--- src/rtl/adc_cfg_pkg.sv ---
// Shared ADC configuration constants: SPI register map, gain code width, full-scale
// sample values and the AGC state encoding.
package adc_cfg_pkg;

   localparam logic [4:0]  ADC_REG_FINE_GAIN = 5'h0C;
   localparam logic [4:0]  ADC_REG_SHUTDOWN  = 5'h00;

   localparam int unsigned GAIN_W    = 3;
   localparam int unsigned WR_ADDR_W = 5;
   localparam int unsigned WR_DATA_W = GAIN_W + 8;

   // Full-scale codes of the default 16-bit converter.
   localparam int unsigned ADC_W_DEF  = 16;
   localparam logic [15:0] ADC_FS_POS = 16'h7FFF;
   localparam logic [15:0] ADC_FS_NEG = 16'h8000;

   typedef enum logic [2:0] {
      StIdle,
      StInitWr,
      StMeasure,
      StReq,
      StSettle
   } agc_state_e;

   // Register payload for the fine-gain register: gain code in the top bits.
   function automatic logic [WR_DATA_W-1:0] gain_word(input logic [GAIN_W-1:0] gain);
      return {gain, 8'h00};
   endfunction

endpackage

--- src/rtl/adc_ovl_detect.sv ---
// Overload detector: registered overrange pin and full-scale compare feeding a saturating
// event counter. With ADC_AGC_PEAK_EN defined it also tracks the per-window peak magnitude.
module adc_ovl_detect #(
   parameter int unsigned ADC_W   = 16,
   parameter int unsigned OVL_THR = 16
) (
   input  logic             clock,
   input  logic             reset,
   input  logic [ADC_W-1:0] adc_data,
   input  logic             adc_ovr,
   input  logic             clear,
`ifdef ADC_AGC_PEAK_EN
   input  logic             win_end,
   output logic [ADC_W-2:0] peak_level,
`endif
   output logic             ovl_any,
   output logic             ovl_hit
);

   localparam int unsigned      CNT_W  = $clog2(OVL_THR + 1);
   localparam logic [CNT_W-1:0] THR    = CNT_W'(OVL_THR);
   localparam logic [ADC_W-1:0] FS_POS = {1'b0, {(ADC_W-1){1'b1}}};
   localparam logic [ADC_W-1:0] FS_NEG = {1'b1, {(ADC_W-1){1'b0}}};

   logic             ovr_q;
   logic             fs_q;
   logic             evt;
   logic [CNT_W-1:0] cnt_q;
   logic [CNT_W-1:0] cnt_now;

   assign evt = ovr_q | fs_q;

   // Count including this cycle's event, so the terminal window cycle is not lost.
   assign cnt_now = (cnt_q >= THR) ? THR : cnt_q + CNT_W'(evt);
   assign ovl_any = (cnt_now != '0);
   assign ovl_hit = (cnt_now == THR);

   always_ff @(posedge clock) begin
      if (!reset) begin
         ovr_q <= 1'b0;
         fs_q  <= 1'b0;
         cnt_q <= '0;
      end else begin
         ovr_q <= adc_ovr;
         fs_q  <= (adc_data == FS_POS) || (adc_data == FS_NEG);
         cnt_q <= clear ? '0 : cnt_now;
      end
   end

`ifdef ADC_AGC_PEAK_EN
   logic [ADC_W-2:0] mag_d;
   logic [ADC_W-2:0] mag_q;
   logic [ADC_W-2:0] run_q;
   logic [ADC_W-2:0] run_now;

   // Low bits of the negation depend only on low bits; min negative clips to max magnitude.
   always_comb begin
      mag_d = adc_data[ADC_W-2:0];
      if (adc_data == FS_NEG) begin
         mag_d = {(ADC_W-1){1'b1}};
      end else if (adc_data[ADC_W-1]) begin
         mag_d = ~adc_data[ADC_W-2:0] + (ADC_W-1)'(1);
      end
   end

   assign run_now = (mag_q > run_q) ? mag_q : run_q;

   always_ff @(posedge clock) begin
      if (!reset) begin
         mag_q      <= '0;
         run_q      <= '0;
         peak_level <= '0;
      end else begin
         mag_q <= mag_d;
         run_q <= clear ? '0 : run_now;
         if (win_end) begin
            peak_level <= run_now;
         end
      end
   end
`endif

endmodule

--- src/rtl/adc_agc.sv ---
// Automatic fine-gain controller: measures overloads per window and issues fine-gain
// register writes over a req/ack handshake. Define ADC_AGC_PEAK_EN to export peak_level.
module adc_agc
   import adc_cfg_pkg::*;
#(
   parameter int unsigned ADC_W       = 16,
   parameter int unsigned WIN_LEN     = 1000000,
   parameter int unsigned OVL_THR     = 16,
   parameter int unsigned REC_WINDOWS = 8,
   parameter int unsigned SETTLE      = 4096,
   parameter int unsigned GAIN_INIT   = 2,
   parameter int unsigned GAIN_MAX    = 6
) (
   input  logic                 clock,
   input  logic                 reset,
   input  logic                 enable,
   input  logic [ADC_W-1:0]     adc_data,
   input  logic                 adc_ovr,
   output logic                 wr_req,
   output logic [WR_ADDR_W-1:0] wr_addr,
   output logic [WR_DATA_W-1:0] wr_data,
   input  logic                 wr_ack,
   output logic [GAIN_W-1:0]    fine_gain,
`ifdef ADC_AGC_PEAK_EN
   output logic [ADC_W-2:0]     peak_level,
`endif
   output logic                 ovl_led
);

   localparam int unsigned WIN_W = (WIN_LEN > 1) ? $clog2(WIN_LEN) : 1;
   localparam int unsigned SET_W = (SETTLE > 1) ? $clog2(SETTLE) : 1;
   localparam int unsigned CLN_W = $clog2(REC_WINDOWS + 1);

   localparam logic [WIN_W-1:0]  WIN_LAST = WIN_W'(WIN_LEN - 1);
   localparam logic [SET_W-1:0]  SET_LAST = SET_W'(SETTLE - 1);
   localparam logic [CLN_W-1:0]  CLN_REC  = CLN_W'(REC_WINDOWS);
   localparam logic [GAIN_W-1:0] GAIN_RST = GAIN_W'(GAIN_INIT);
   localparam logic [GAIN_W-1:0] GAIN_TOP = GAIN_W'(GAIN_MAX);

   agc_state_e           state_q, state_d;
   logic [WIN_W-1:0]     win_q, win_d;
   logic [SET_W-1:0]     set_q, set_d;
   logic [CLN_W-1:0]     clean_q, clean_d, clean_inc;
   logic [GAIN_W-1:0]    gain_q, gain_d, gain_up, gain_dn;
   logic [WR_DATA_W-1:0] data_q, data_d;
   logic                 req_q, req_d;
   logic                 led_q, led_d;
   logic                 det_clear;
   logic                 win_last;
   logic                 ovl_any;
   logic                 ovl_hit;

   assign win_last  = (win_q == WIN_LAST);
   assign gain_up   = gain_q + GAIN_W'(1);
   assign gain_dn   = gain_q - GAIN_W'(1);
   assign clean_inc = (clean_q >= CLN_REC) ? CLN_REC : clean_q + CLN_W'(1);

   adc_ovl_detect #(
      .ADC_W   (ADC_W),
      .OVL_THR (OVL_THR)
   ) u_ovl_detect (
      .clock      (clock),
      .reset      (reset),
      .adc_data   (adc_data),
      .adc_ovr    (adc_ovr),
      .clear      (det_clear),
`ifdef ADC_AGC_PEAK_EN
      .win_end    ((state_q == StMeasure) && enable && win_last),
      .peak_level (peak_level),
`endif
      .ovl_any    (ovl_any),
      .ovl_hit    (ovl_hit)
   );

   always_comb begin
      state_d   = state_q;
      win_d     = '0;
      set_d     = '0;
      clean_d   = clean_q;
      gain_d    = gain_q;
      data_d    = data_q;
      req_d     = req_q;
      led_d     = led_q;
      det_clear = 1'b1;

      case (state_q)
         StIdle: begin
            if (enable) begin
               state_d = StInitWr;
            end
         end

         StInitWr: begin
            data_d  = gain_word(gain_q);
            req_d   = 1'b1;
            state_d = StReq;
         end

         StMeasure: begin
            det_clear = win_last || !enable;
            if (!enable) begin
               state_d = StIdle;
            end else if (!win_last) begin
               win_d = win_q + WIN_W'(1);
            end else begin
               led_d = ovl_any;
               if (ovl_hit) begin
                  clean_d = '0;
                  if (gain_q != '0) begin
                     data_d  = gain_word(gain_dn);
                     req_d   = 1'b1;
                     state_d = StReq;
                  end
               end else if (!ovl_any) begin
                  // Clean count saturates at REC_WINDOWS once the gain is at its ceiling.
                  if ((clean_inc == CLN_REC) && (gain_q < GAIN_TOP)) begin
                     clean_d = '0;
                     data_d  = gain_word(gain_up);
                     req_d   = 1'b1;
                     state_d = StReq;
                  end else begin
                     clean_d = clean_inc;
                  end
               end else begin
                  clean_d = '0;
               end
            end
         end

         StReq: begin
            // A request always runs to its ack; enable is only honoured afterwards.
            if (wr_ack) begin
               req_d   = 1'b0;
               gain_d  = data_q[WR_DATA_W-1 -: GAIN_W];
               state_d = enable ? StSettle : StIdle;
            end
         end

         StSettle: begin
            if (!enable) begin
               state_d = StIdle;
            end else if (set_q == SET_LAST) begin
               state_d = StMeasure;
            end else begin
               set_d = set_q + SET_W'(1);
            end
         end

         default: begin
            state_d = StIdle;
         end
      endcase
   end

   always_ff @(posedge clock) begin
      if (!reset) begin
         state_q <= StIdle;
         win_q   <= '0;
         set_q   <= '0;
         clean_q <= '0;
         gain_q  <= GAIN_RST;
         data_q  <= gain_word(GAIN_RST);
         req_q   <= 1'b0;
         led_q   <= 1'b0;
      end else begin
         state_q <= state_d;
         win_q   <= win_d;
         set_q   <= set_d;
         clean_q <= clean_d;
         gain_q  <= gain_d;
         data_q  <= data_d;
         req_q   <= req_d;
         led_q   <= led_d;
      end
   end

   assign wr_req    = req_q;
   assign wr_addr   = ADC_REG_FINE_GAIN;
   assign wr_data   = data_q;
   assign fine_gain = gain_q;
   assign ovl_led   = led_q;

endmodule

--- config.mk ---
export PLATFORM = sky130hd
export DESIGN_NAME = adc_agc
export DESIGN_NICKNAME = d
export VERILOG_FILES = /design/src/rtl/adc_cfg_pkg.sv /design/src/rtl/adc_ovl_detect.sv /design/src/rtl/adc_agc.sv
export SDC_FILE = /design/constraint.sdc
export NUM_CORES = 1
export LEC_CHECK = 0
export BUFFER_PORTS_ARGS = -buffer_cell sky130_fd_sc_hd__buf_2
export CAP_MARGIN = 10
export CORE_ASPECT_RATIO = 1.5
export CORE_MARGIN = 1
export CORE_UTILIZATION = 45
export CTS_BUF_LIST = sky130_fd_sc_hd__clkbuf_8
export DETAILED_ROUTE_END_ITERATION = 6
export HOLD_SLACK_MARGIN = 0.1
export PLACE_DENSITY_LB_ADDON = 0.05
export SYNTH_ARGS = -nofsm -noshare
export SYNTH_HDL_FRONTEND = slang
export SYNTH_SLANG_ARGS = --single-unit
--- constraint.sdc ---
create_clock -name clock -period 3.3 [get_ports clock]
set_input_delay 0.165 -clock clock [delete_from_list [all_inputs] [get_ports clock]]
set_output_delay 0.165 -clock clock [all_outputs]
set_load 0.01 [all_outputs]
==> impl_metrics.tcl, run 1 <==
set metrics [dict create \
    cp_max_fo 4 \
    rsz0062_at_grt "false" \
    hold_buffers 1 \
    p_leak_nw 1.10 \
    pwr-share-comb 0.137 \
    fin_nets 364 \
    wl_met2_um 2620 \
    relSlewSlack 0.613 \
    hold_path_class "input pin to flop" \
    drive_above_1_share 0.134 \
    die-area_mm2 0.00632 \
    seqCellArea_mm2 0.00108 \
    clockPowerShare 0.281 \
    synth-async-reset-ratio 0 \
    fmax_ghz 0.352 \
    grt_pass1_vias 1963 \
    max_cap_violations 0 \
    crit_path_start "u_ovl_detect.fs_q" \
    cts_sinks 54 \
    arrival_ns 3.06 \
    numPortBuffers 28 \
    area_growth_pct 8.75 \
    grt_pass1_wl_um 8520 \
    dp_hpwl_um 3760 \
    period_needed_ns 2.84 \
    io_pins 42 \
    place_ws_ns 0.476 \
    final_util 0.508 \
    clk_latency_ns 0.30 \
    grt_overflow 0 \
    post_cts_resized 0 \
    top_layer "met4" \
    first_pass_iters 4 \
    htree_levels 2 \
    multi_input_area_mm2 0.00150 \
    p_sw_frac 0.263 \
    tns_ns 0 \
    clk_pin_slew_ns 0.09 \
    power_frac_seq 0.582 \
    yosys_warnings 0 \
    cp_data_required_time_ns 3.52 \
    antenna_found_initial 0 \
    startpoint_type "flop" \
    run_status "finished clean" \
    finalCritPeriodShare 0.861 \
    synth_seq_cells 54 \
    fillers 587 \
    vias 2117 \
    cp_num_buf_inv 0 \
    avgSynthCellArea_um2 8.74 \
    hp-start "reset" \
    synth-edff-count 0 \
    synthDistinctLibCells 55 \
    crit_chain "or2_2 > ha_1 > ha_1 > o41a_4 > xnor2_1 > ha_1 > nor4b_1 > a31o_2 > xnor2_1 > a311oi_1" \
    vias_per_cell 5.19 \
    wl_um 5130 \
    ys_top_cells_by_area "dfxtp_1, nor2_1, xor2_1" \
    finalMaxSlewViolations 0 \
    grt_max_degree 26 \
    clockBufferDepth 2 \
    start_util 0.467 \
    slowest_stage "o41a_4" \
    r2r-start "u_ovl_detect.fs_q" \
    seq_area_frac_synth 0.400 \
    drc 0 \
    worst_pin_slew_ns 0.576 \
    cts_root_buf "clkbuf_8" \
    whs_path_depth 2 \
    drt_iter0_drc 69 \
    crit_family "compound AO/OA/AOI/OAI gates" \
    ir_drop_mv 0.231 \
    cts_inserted_buffers 5 \
    netlist_area_mm2 0.00270 \
    yosysTopAreaCellShare 0.400 \
    cts_tree "done" \
    synth_flop_cell "dfxtp_1" \
    synth_largest_area_cell "dfxtp_1" \
    dr_wl_met3_um 176 \
    wl_met1_um 2260 \
    netlist_instances 309 \
    layout_common_cells "dfxtp_1, nor2_1, buf_2" \
    r2r.worst_path.cells 10 \
    fin_skew_ns 0.00763 \
    gp_congestion 0.846 \
    p_per_area_mw_per_mm2 407 \
    avgRoutedWirePerCell_um 12.6 \
    finalHoldViolCount 0 \
    cpMostUsedCell "ha_1" \
    die_h_um 96.9 \
    critPathCaptureType "flop" \
    setup_viol_count_final 0 \
    mostFrequentLayoutCell "dfxtp_1" \
    p_int_mw 0.880 \
    path_class "flop to flop" \
    post_cts_buffers 0 \
    num_antenna_cells 0 \
    die_w_um 65.3 \
    ant_nets 0 \
    fin_ws_ns 0.457 \
    rows 34 \
    cpPeakStageDelay_ns 0.53 \
    grt_use_total 0.170 \
    cp.depth 10 \
    switchingPower_mw 0.315 \
    core_area_mm2 0.00579 \
]
[metal layers]
metal,up-vias,GRT usage
met5,-,0
met4,0,0.0585
met3,5,0.0401
met2,36,0.301
met1,962,0.194
li1,1114,-
[metrics by stage]
stage	instances	hold slack, ns	cell area [um2]	power (mW)
2_1_floorplan	320	0.292	2740	0.838
3_3_place_gp	400	0.418	2850	0.871
3_5_place_dp	400	0.394	2850	0.874
4_1_cts	408	0.130	2940	1.22
5_1_grt	408	0.129	2940	1.27
6_report	408	0.138	2940	1.20
[power by group through the flow]
stage          Sequential [mW]  Clock, mW  Combinational (mW)
2_1_floorplan            0.703          0               0.135
3_3_place_gp             0.710          0               0.161
3_5_place_dp             0.711          0               0.163
4_1_cts                  0.695      0.355               0.165
5_1_grt                  0.700      0.383               0.183
6_report                 0.695      0.336               0.164
[Yosys cell counts (2+ instances only)]
| cell | n |
|---|---|
| nand3_1 | 16 |
| nor4_1 | 7 |
| inv_1 | 9 |
| nor2_1 | 43 |
| o21ai_0 | 4 |
| ha_1 | 7 |
| xor2_1 | 17 |
| xnor2_1 | 16 |
| or3_1 | 3 |
| nand4_1 | 9 |
| a211oi_1 | 2 |
| nor3b_1 | 2 |
| clkbuf_1 | 7 |
| buf_4 | 13 |
| mux2i_1 | 4 |
| nor4b_1 | 2 |
| a21o_1 | 2 |
| and3_1 | 7 |
| nor2b_1 | 3 |
| a311oi_1 | 2 |
| a31oi_1 | 3 |
| a41oi_1 | 3 |
| and4_1 | 4 |
| dfxtp_1 | 54 |
| nor3_1 | 10 |
| nand2_1 | 20 |
| a21oi_1 | 10 |
| conb_1 | 2 |
| nand2b_1 | 2 |
[worst reg2reg max path: cells and delay by family, from the launching register on]
kind | cells | cell delay [ns]
XOR/XNOR | 2 | 0.20
AND/OR/NAND/NOR | 2 | 0.57
flip-flops | 1 | 0.30
AO/OA/AOI/OAI | 3 | 0.94
adder cells (fa/ha/maj) | 3 | 0.76
[layout make-up]
cell class | instances | area share
clock inverters | 2 | 0.00256
well taps | 72 | 0.0307
flip-flops and latches | 54 | 0.368
clock buffers | 5 | 0.0234
inverters | 10 | 0.0128
multi-input cells | 235 | 0.509
repair buffers | 30 | 0.0537
[worst paths after layout]
check	slack (ns)	to
worst min-delay path	0.14	fine_gain[1]
worst max register to register	0.46	wr_data[10]
worst min register to register	0.47	set_q[0]
worst max-delay path	0.46	wr_data[10]
[registers in the layout, indices dropped and copies added (netlist names), 3 cells and up]
name	flops
set_q	12
win_q	20
wr_data	3
state_q	3
u_ovl_detect.cnt_q	5
fine_gain	3
clean_q	4
[cell families (layout without fill, tap and decap cells)]
kind of cell / count (synthesis) / in the layout / synth area share
flip-flops: 54 / 54 / 0.400
buffers and inverters: 31 / 47 / 0.0616
adder cells (fa/ha/maj): 7 / 7 / 0.0324
XOR/XNOR: 33 / 33 / 0.107
AO/OA/AOI/OAI: 38 / 38 / 0.107
other: 2 / 13 / 0.00278
multiplexers: 5 / 5 / 0.0204
AND/OR/NAND/NOR: 139 / 139 / 0.269
No activity file was read; power rests on OpenSTA's default activity.
==> run 2, diff against run 1 <==
--- a/config.mk
+++ b/config.mk
@@ -5,6 +5,7 @@
 export SDC_FILE = /design/constraint.sdc
 export NUM_CORES = 1
 export LEC_CHECK = 0
+export ABC_AREA = 1
 export BUFFER_PORTS_ARGS = -buffer_cell sky130_fd_sc_hd__buf_2
 export CAP_MARGIN = 10
 export CORE_ASPECT_RATIO = 1.5
==> impl_metrics.tcl, run 2 <==
set metrics [dict create \
    die_h_um 101 \
    path_class "flop to flop" \
    seq_area_frac_synth 0.366 \
    finalCritPeriodShare 0.726 \
    dp.cells 495 \
    drive_above_1_share 0.179 \
    pwr-share-comb 0.220 \
    yosysMostFrequentCell "nand2_1" \
    core_area_mm2 0.00622 \
    clockBufferDepth 2 \
    ys_top_cells_by_area "dfxtp_1, nand2_1, nor2_1" \
    vias 2475 \
    worst_pin_slew_ns 0.504 \
    grt_util_met3 0.0293 \
    synth_common_cells "nand2_1, dfxtp_1, nor2_1" \
    fmax_ghz 0.417 \
    startpoint_type "flop" \
    start_util 0.475 \
    mostFrequentLayoutCell "nand2_1" \
    drc 0 \
    gp_congestion 0.846 \
    cpPeakStageDelay_ns 0.30 \
    fin_nets 457 \
    grt_pass1_wl_um 9090 \
    num_antenna_cells 0 \
    p_leak_nw 1.29 \
    largestRegisters "win_q: 20 flops, set_q: 12 flops, u_ovl_detect.cnt_q: 5 flops" \
    synthDistinctLibCells 41 \
    ir_drop_mv 0.288 \
    top_usage_layer "met2" \
    post_cts_buffers 0 \
    drt_iter0_drc 66 \
    io_pins 42 \
    layout_common_cells "nand2_1, dfxtp_1, nor2_1" \
    setup_viol_count_final 0 \
    synth_flop_cell "dfxtp_1" \
    die-area_mm2 0.00689 \
    finalPower_mw 1.52 \
    largest_reg_flops 20 \
    htree_levels 2 \
    cp_data_required_time_ns 3.48 \
    power_frac_seq 0.478 \
    avgSynthCellArea_um2 7.40 \
    netlist_area_mm2 0.00295 \
    tns_ns 0 \
    synth-edff-count 0 \
    period_needed_ns 2.40 \
    yosysTopAreaCellShare 0.366 \
    avgRoutedWirePerCell_um 10.9 \
    hold_path_class "input pin to flop" \
    clk_pin_slew_ns 0.10 \
    switchingPower_mw 0.468 \
    rows 35 \
    whs_path_depth 2 \
    fin_ws_ns 0.904 \
    p_sw_frac 0.308 \
    ant_nets 0 \
    numPortBuffers 28 \
    slowest_stage "dfxtp_1" \
    cp_max_fo 7 \
    use_met2 0.308 \
    fin_skew_ns 0.00725 \
    wl_um 5500 \
    grt_pass1_vias 2169 \
    synth-async-reset-ratio 0 \
    first_pass_iters 4 \
    p_int_mw 1.05 \
    finalHoldViolCount 0 \
    arrival_ns 2.58 \
    die_w_um 68.1 \
    r2r.worst_path.cells 16 \
    cts_sinks 54 \
    yosys_warnings 0 \
    cts_tree "done" \
    max_cap_violations 0 \
    cpMostUsedCell "nand2_1" \
    grt_overflow 0 \
    grt_max_degree 22 \
    final_util 0.519 \
    synth_seq_cells 54 \
    fillers 627 \
    rsz0062_at_grt "false" \
    run_status "finished clean" \
    crit_chain "or2_2 > ha_1 > ha_1 > nand2_1 > nand2_1 > nor2_8 > nand4_1 > nand2_1 > inv_1 > ha_1 > inv_1 > nand2_1 > nand2_1 > nand3_1 > nand2_1 > a21oi_1" \
    clk_latency_ns 0.31 \
    relSlewSlack 0.664 \
    top_register "win_q" \
    finalMaxSlewViolations 0 \
    p_per_area_mw_per_mm2 472 \
    place_ws_ns 0.909 \
    clockPowerShare 0.302 \
    cts_root_buf "clkbuf_8" \
    synth_largest_area_cell "dfxtp_1" \
    netlist_instances 399 \
    dp_hpwl_um 4230 \
    cts_inserted_buffers 5 \
    final_cells 503 \
    grt_use_total 0.171 \
    critPathCaptureType "flop" \
    area_growth_pct 9.28 \
    vias_per_cell 4.92 \
    antenna_found_initial 0 \
    grt_util_met1 0.192 \
]
run 2: cell types whose count changed in the layout (fill, tap and decap cells not counted), moves of 7 or more:
cell	delta
a21oi_1	+10
and3_1	-7
inv_1	+37
nand2_1	+48
nand2_2	+8
nand3_1	+8
nor2_1	+9
nor2_2	+7
xnor2_1	-11
xor2_1	-7
run 2: cells by family (layout without fill, tap and decap cells):
group,after synthesis,count (layout),synth area share
adder cells (fa/ha/maj),7,7,0.0297
XOR/XNOR,15,15,0.0445
buffers and inverters,72,91,0.111
other,2,13,0.00254
AO/OA/AOI/OAI,41,41,0.0776
flip-flops,54,54,0.366
AND/OR/NAND/NOR,208,208,0.368
run 2: routing by layer:
metal,wire [um],vias up
met5,0,-
met4,73,0
met3,157,7
met2,2890,31
met1,2390,1123
li1,-,1314
run 2: worst max-delay path, delay by kind of cell (launching register included):
family,cells,cell delay (ns)
AO/OA/AOI/OAI,1,0.05
flip-flops,1,0.30
buffers and inverters,2,0.10
AND/OR/NAND/NOR,10,1.16
adder cells (fa/ha/maj),3,0.66
run 2: path summary, 6_finish.rpt:
kind / startpoint / end / slack, ns
setup / recovery: u_ovl_detect.fs_q / wr_data[10] / 0.90
hold / removal: reset / fine_gain[1] / 0.11
hold reg to reg: ovl_led / ovl_led / 0.46
setup reg to reg: u_ovl_detect.fs_q / wr_data[10] / 0.90
run 2: cell type report:
cell class / count / area (um2) / area share
Clock inverter: 1 / 30.0 / 0.00931
Timing Repair Buffer: 29 / 150 / 0.0465
Sequential cell: 54 / 1080 / 0.335
Inverter: 55 / 206 / 0.0640
Multi-Input combinational cell: 284 / 1580 / 0.491
Tap cell: 74 / 92.6 / 0.0287
Clock buffer: 6 / 82.6 / 0.0256
run 2: power by group through the flow:
stage	registers [mW]	logic, mW	clock network, mW
after floorplan	0.743	0.266	0
after global placement	0.741	0.335	0
after detailed placement	0.743	0.337	0
after CTS	0.727	0.340	0.478
after global routing	0.733	0.387	0.499
final	0.727	0.335	0.459
run 2: repair_timing:
action / 4_1_cts / 5_1_grt
endpoints found under the hold margin: 1 / 0
hold buffers: 1 / 0
gates resized for setup: 0 / 0
run 2: through the flow:
stage / cell area (um2) / hold slack [ns]
after floorplan: 2990 / 0.249
after global placement: 3100 / 0.416
after detailed placement: 3100 / 0.410
after CTS: 3230 / 0.116
after global routing: 3230 / 0.117
final: 3230 / 0.111
==> run 3, diff against run 2 <==
==> constraint.sdc (replaced) <==
create_clock -name clock -period 2.4 [get_ports clock]
set_input_delay 0.12 -clock clock [delete_from_list [all_inputs] [get_ports clock]]
set_output_delay 0.12 -clock clock [all_outputs]
set_load 0.01 [all_outputs]
==> impl_metrics.tcl, run 3 (same netlist as run 2, synthesis figures left out) <==
set metrics [dict create \
    run_status "finished clean" \
    cp_data_required_time_ns 2.58 \
    vias 2455 \
    setup_viol_count_final 0 \
    use_met2 0.321 \
    grt_pass1_vias 2268 \
    largestRegisters "win_q: 20 flops, set_q: 12 flops, u_ovl_detect.cnt_q: 5 flops" \
    p_int_mw 1.33 \
    grt_max_degree 22 \
    grt_use_total 0.175 \
    path_class "flop to flop" \
    rows 35 \
    grt_overflow 0 \
    pwr-share-comb 0.235 \
    finalMaxSlewViolations 0 \
    period_needed_ns 2.19 \
    ir_drop_mv 0.402 \
    cpMostUsedCell "nand2_1" \
    num_antenna_cells 0 \
    avgRoutedWirePerCell_um 10.9 \
    cts_sinks 54 \
    max_cap_violations 0 \
    dp_hpwl_um 4240 \
    vias_per_cell 4.85 \
    slowest_stage "dfxtp_1" \
    finalHoldViolCount 0 \
    die_w_um 68.1 \
    p_per_area_mw_per_mm2 610 \
    p_sw_frac 0.332 \
    layout_common_cells "nand2_1, dfxtp_1, nor2_1" \
    cts_tree "done" \
    gp_congestion 0.814 \
    switchingPower_mw 0.660 \
    hold_path_end "fine_gain[1]" \
    first_pass_iters 4 \
    final_cells 506 \
    fillers 643 \
    core_area_mm2 0.00622 \
    fin_skew_ns 0.00671 \
    power_frac_seq 0.504 \
    largest_reg_flops 20 \
    drive_above_1_share 0.190 \
    numPortBuffers 28 \
    top_usage_layer "met2" \
    die_h_um 101 \
    dp.cells 496 \
    cts_root_buf "clkbuf_8" \
    hold_path_class "input pin to flop" \
    htree_levels 2 \
    startpoint_type "flop" \
    clk_latency_ns 0.31 \
    io_pins 42 \
    crit_chain "or2_4 > ha_4 > ha_4 > nand2_1 > nand2_2 > nor2_4 > nor2_8 > nand3_4 > nand2_1 > nand2_1 > inv_1 > ha_2 > inv_1 > nand2_1 > nand2_1 > nand3_1 > nand2_1 > a21oi_1" \
    rrSetupSlack_ns 0.21 \
    cpPeakStageDelay_ns 0.32 \
    die-area_mm2 0.00689 \
    clockBufferDepth 2 \
    grt_util_met1 0.188 \
    wl_um 5510 \
    start_util 0.475 \
    grt_pass1_wl_um 9210 \
    arrival_ns 2.37 \
    r2r_end "wr_data[10]" \
    whs_path_depth 3 \
    rsz0062_at_grt "false" \
    drt_iter0_drc 76 \
    r2r-start "u_ovl_detect.fs_q" \
    hp-start "wr_ack" \
    r2r.worst_path.cells 18 \
    antenna_found_initial 0 \
    cts_inserted_buffers 5 \
    area_growth_pct 10.2 \
    top_register "win_q" \
    grt_util_met3 0.0315 \
    p_leak_nw 1.29 \
    mostFrequentLayoutCell "nand2_1" \
    finalCritPeriodShare 0.913 \
    ant_nets 0 \
    fmax_ghz 0.456 \
    critPathCaptureType "flop" \
    cp_max_fo 5 \
    tns_ns 0 \
    clk_pin_slew_ns 0.10 \
    fin_nets 459 \
    drc 0 \
    clockPowerShare 0.261 \
]
## run 3: cell types whose count changed in the layout (fill, tap and decap cells not counted), sizes merged
| cell | delta |
|---|---|
| buf | +1 |
| clkbuf | -1 |
| clkinv | +1 |
| bufinv | -1 |
| inv | +2 |
| dlygate4sd3 | +1 |
## run 3: worst max-delay path by stage
stage	start	end	slack, ns	cells after the start
6_report	u_ovl_detect.fs_q	wr_data[10]	0.21	18
5_1_grt	u_ovl_detect.fs_q	wr_data[10]	0.03	18
4_1_cts	u_ovl_detect.fs_q	wr_data[10]	0.03	16
3_5_place_dp	u_ovl_detect.fs_q	wr_data[10]	0.01	16
3_3_place_gp	u_ovl_detect.fs_q	wr_data[10]	0.07	16
2_1_floorplan	u_ovl_detect.fs_q	wr_data[10]	0.16	16
## run 3: routing by layer
metal / wire (um) / part of all wire
met5: 0 / 0
met4: 97 / 0.018
met1: 2370 / 0.43
met2: 2890 / 0.53
met3: 148 / 0.027
## run 3: layout make-up
| class | count | area [um2] | area share |
|---|---|---|---|
| Clock inverter | 3 | 21.3 | 0.00654 |
| Timing Repair Buffer | 31 | 168 | 0.0515 |
| Sequential cell | 54 | 1080 | 0.332 |
| Clock buffer | 5 | 68.8 | 0.0212 |
| Inverter | 55 | 206 | 0.0635 |
| Tap cell | 74 | 92.6 | 0.0285 |
| Multi-Input combinational cell | 284 | 1620 | 0.497 |
## run 3: timing repair
action / 4_1_cts / 5_1_grt
pin swaps: 0 / 3
endpoints found under the setup margin: 1 / 4
endpoints found under the hold margin: 4 / 0
resized for setup: 1 / 6
setup buffers: 0 / 0
hold buffers: 2 / 0
## run 3: power groups by stage
stage	Combinational, mW	Clock (mW)	Sequential [mW]
after global placement	0.462	0	1.02
final	0.466	0.519	1.00
after global routing	0.541	0.568	1.01
after detailed placement	0.466	0	1.02
after CTS	0.470	0.543	1.00
after floorplan	0.366	0	1.02
## run 3: critical path, delay by kind of cell, from the launching register on
family | cells | cell delay [ns]
AND/OR/NAND/NOR | 12 | 1.09
adder cells (fa/ha/maj) | 3 | 0.50
flip-flops | 1 | 0.32
buffers and inverters | 2 | 0.10
AO/OA/AOI/OAI | 1 | 0.05
## run 3: through the flow
stage               hold WS [ns]  utilization  setup WS, ns  power, mW  cell area (um2)
floorplan                  0.204            -         0.161       1.39             2990
global placement           0.373        0.500        0.0713       1.48             3110
detailed placement         0.368        0.500        0.0141       1.49             3110
CTS                        0.109        0.518        0.0338       2.01             3220
global route               0.121        0.523        0.0299       2.12             3250
finish                     0.113        0.523         0.209       1.99             3250
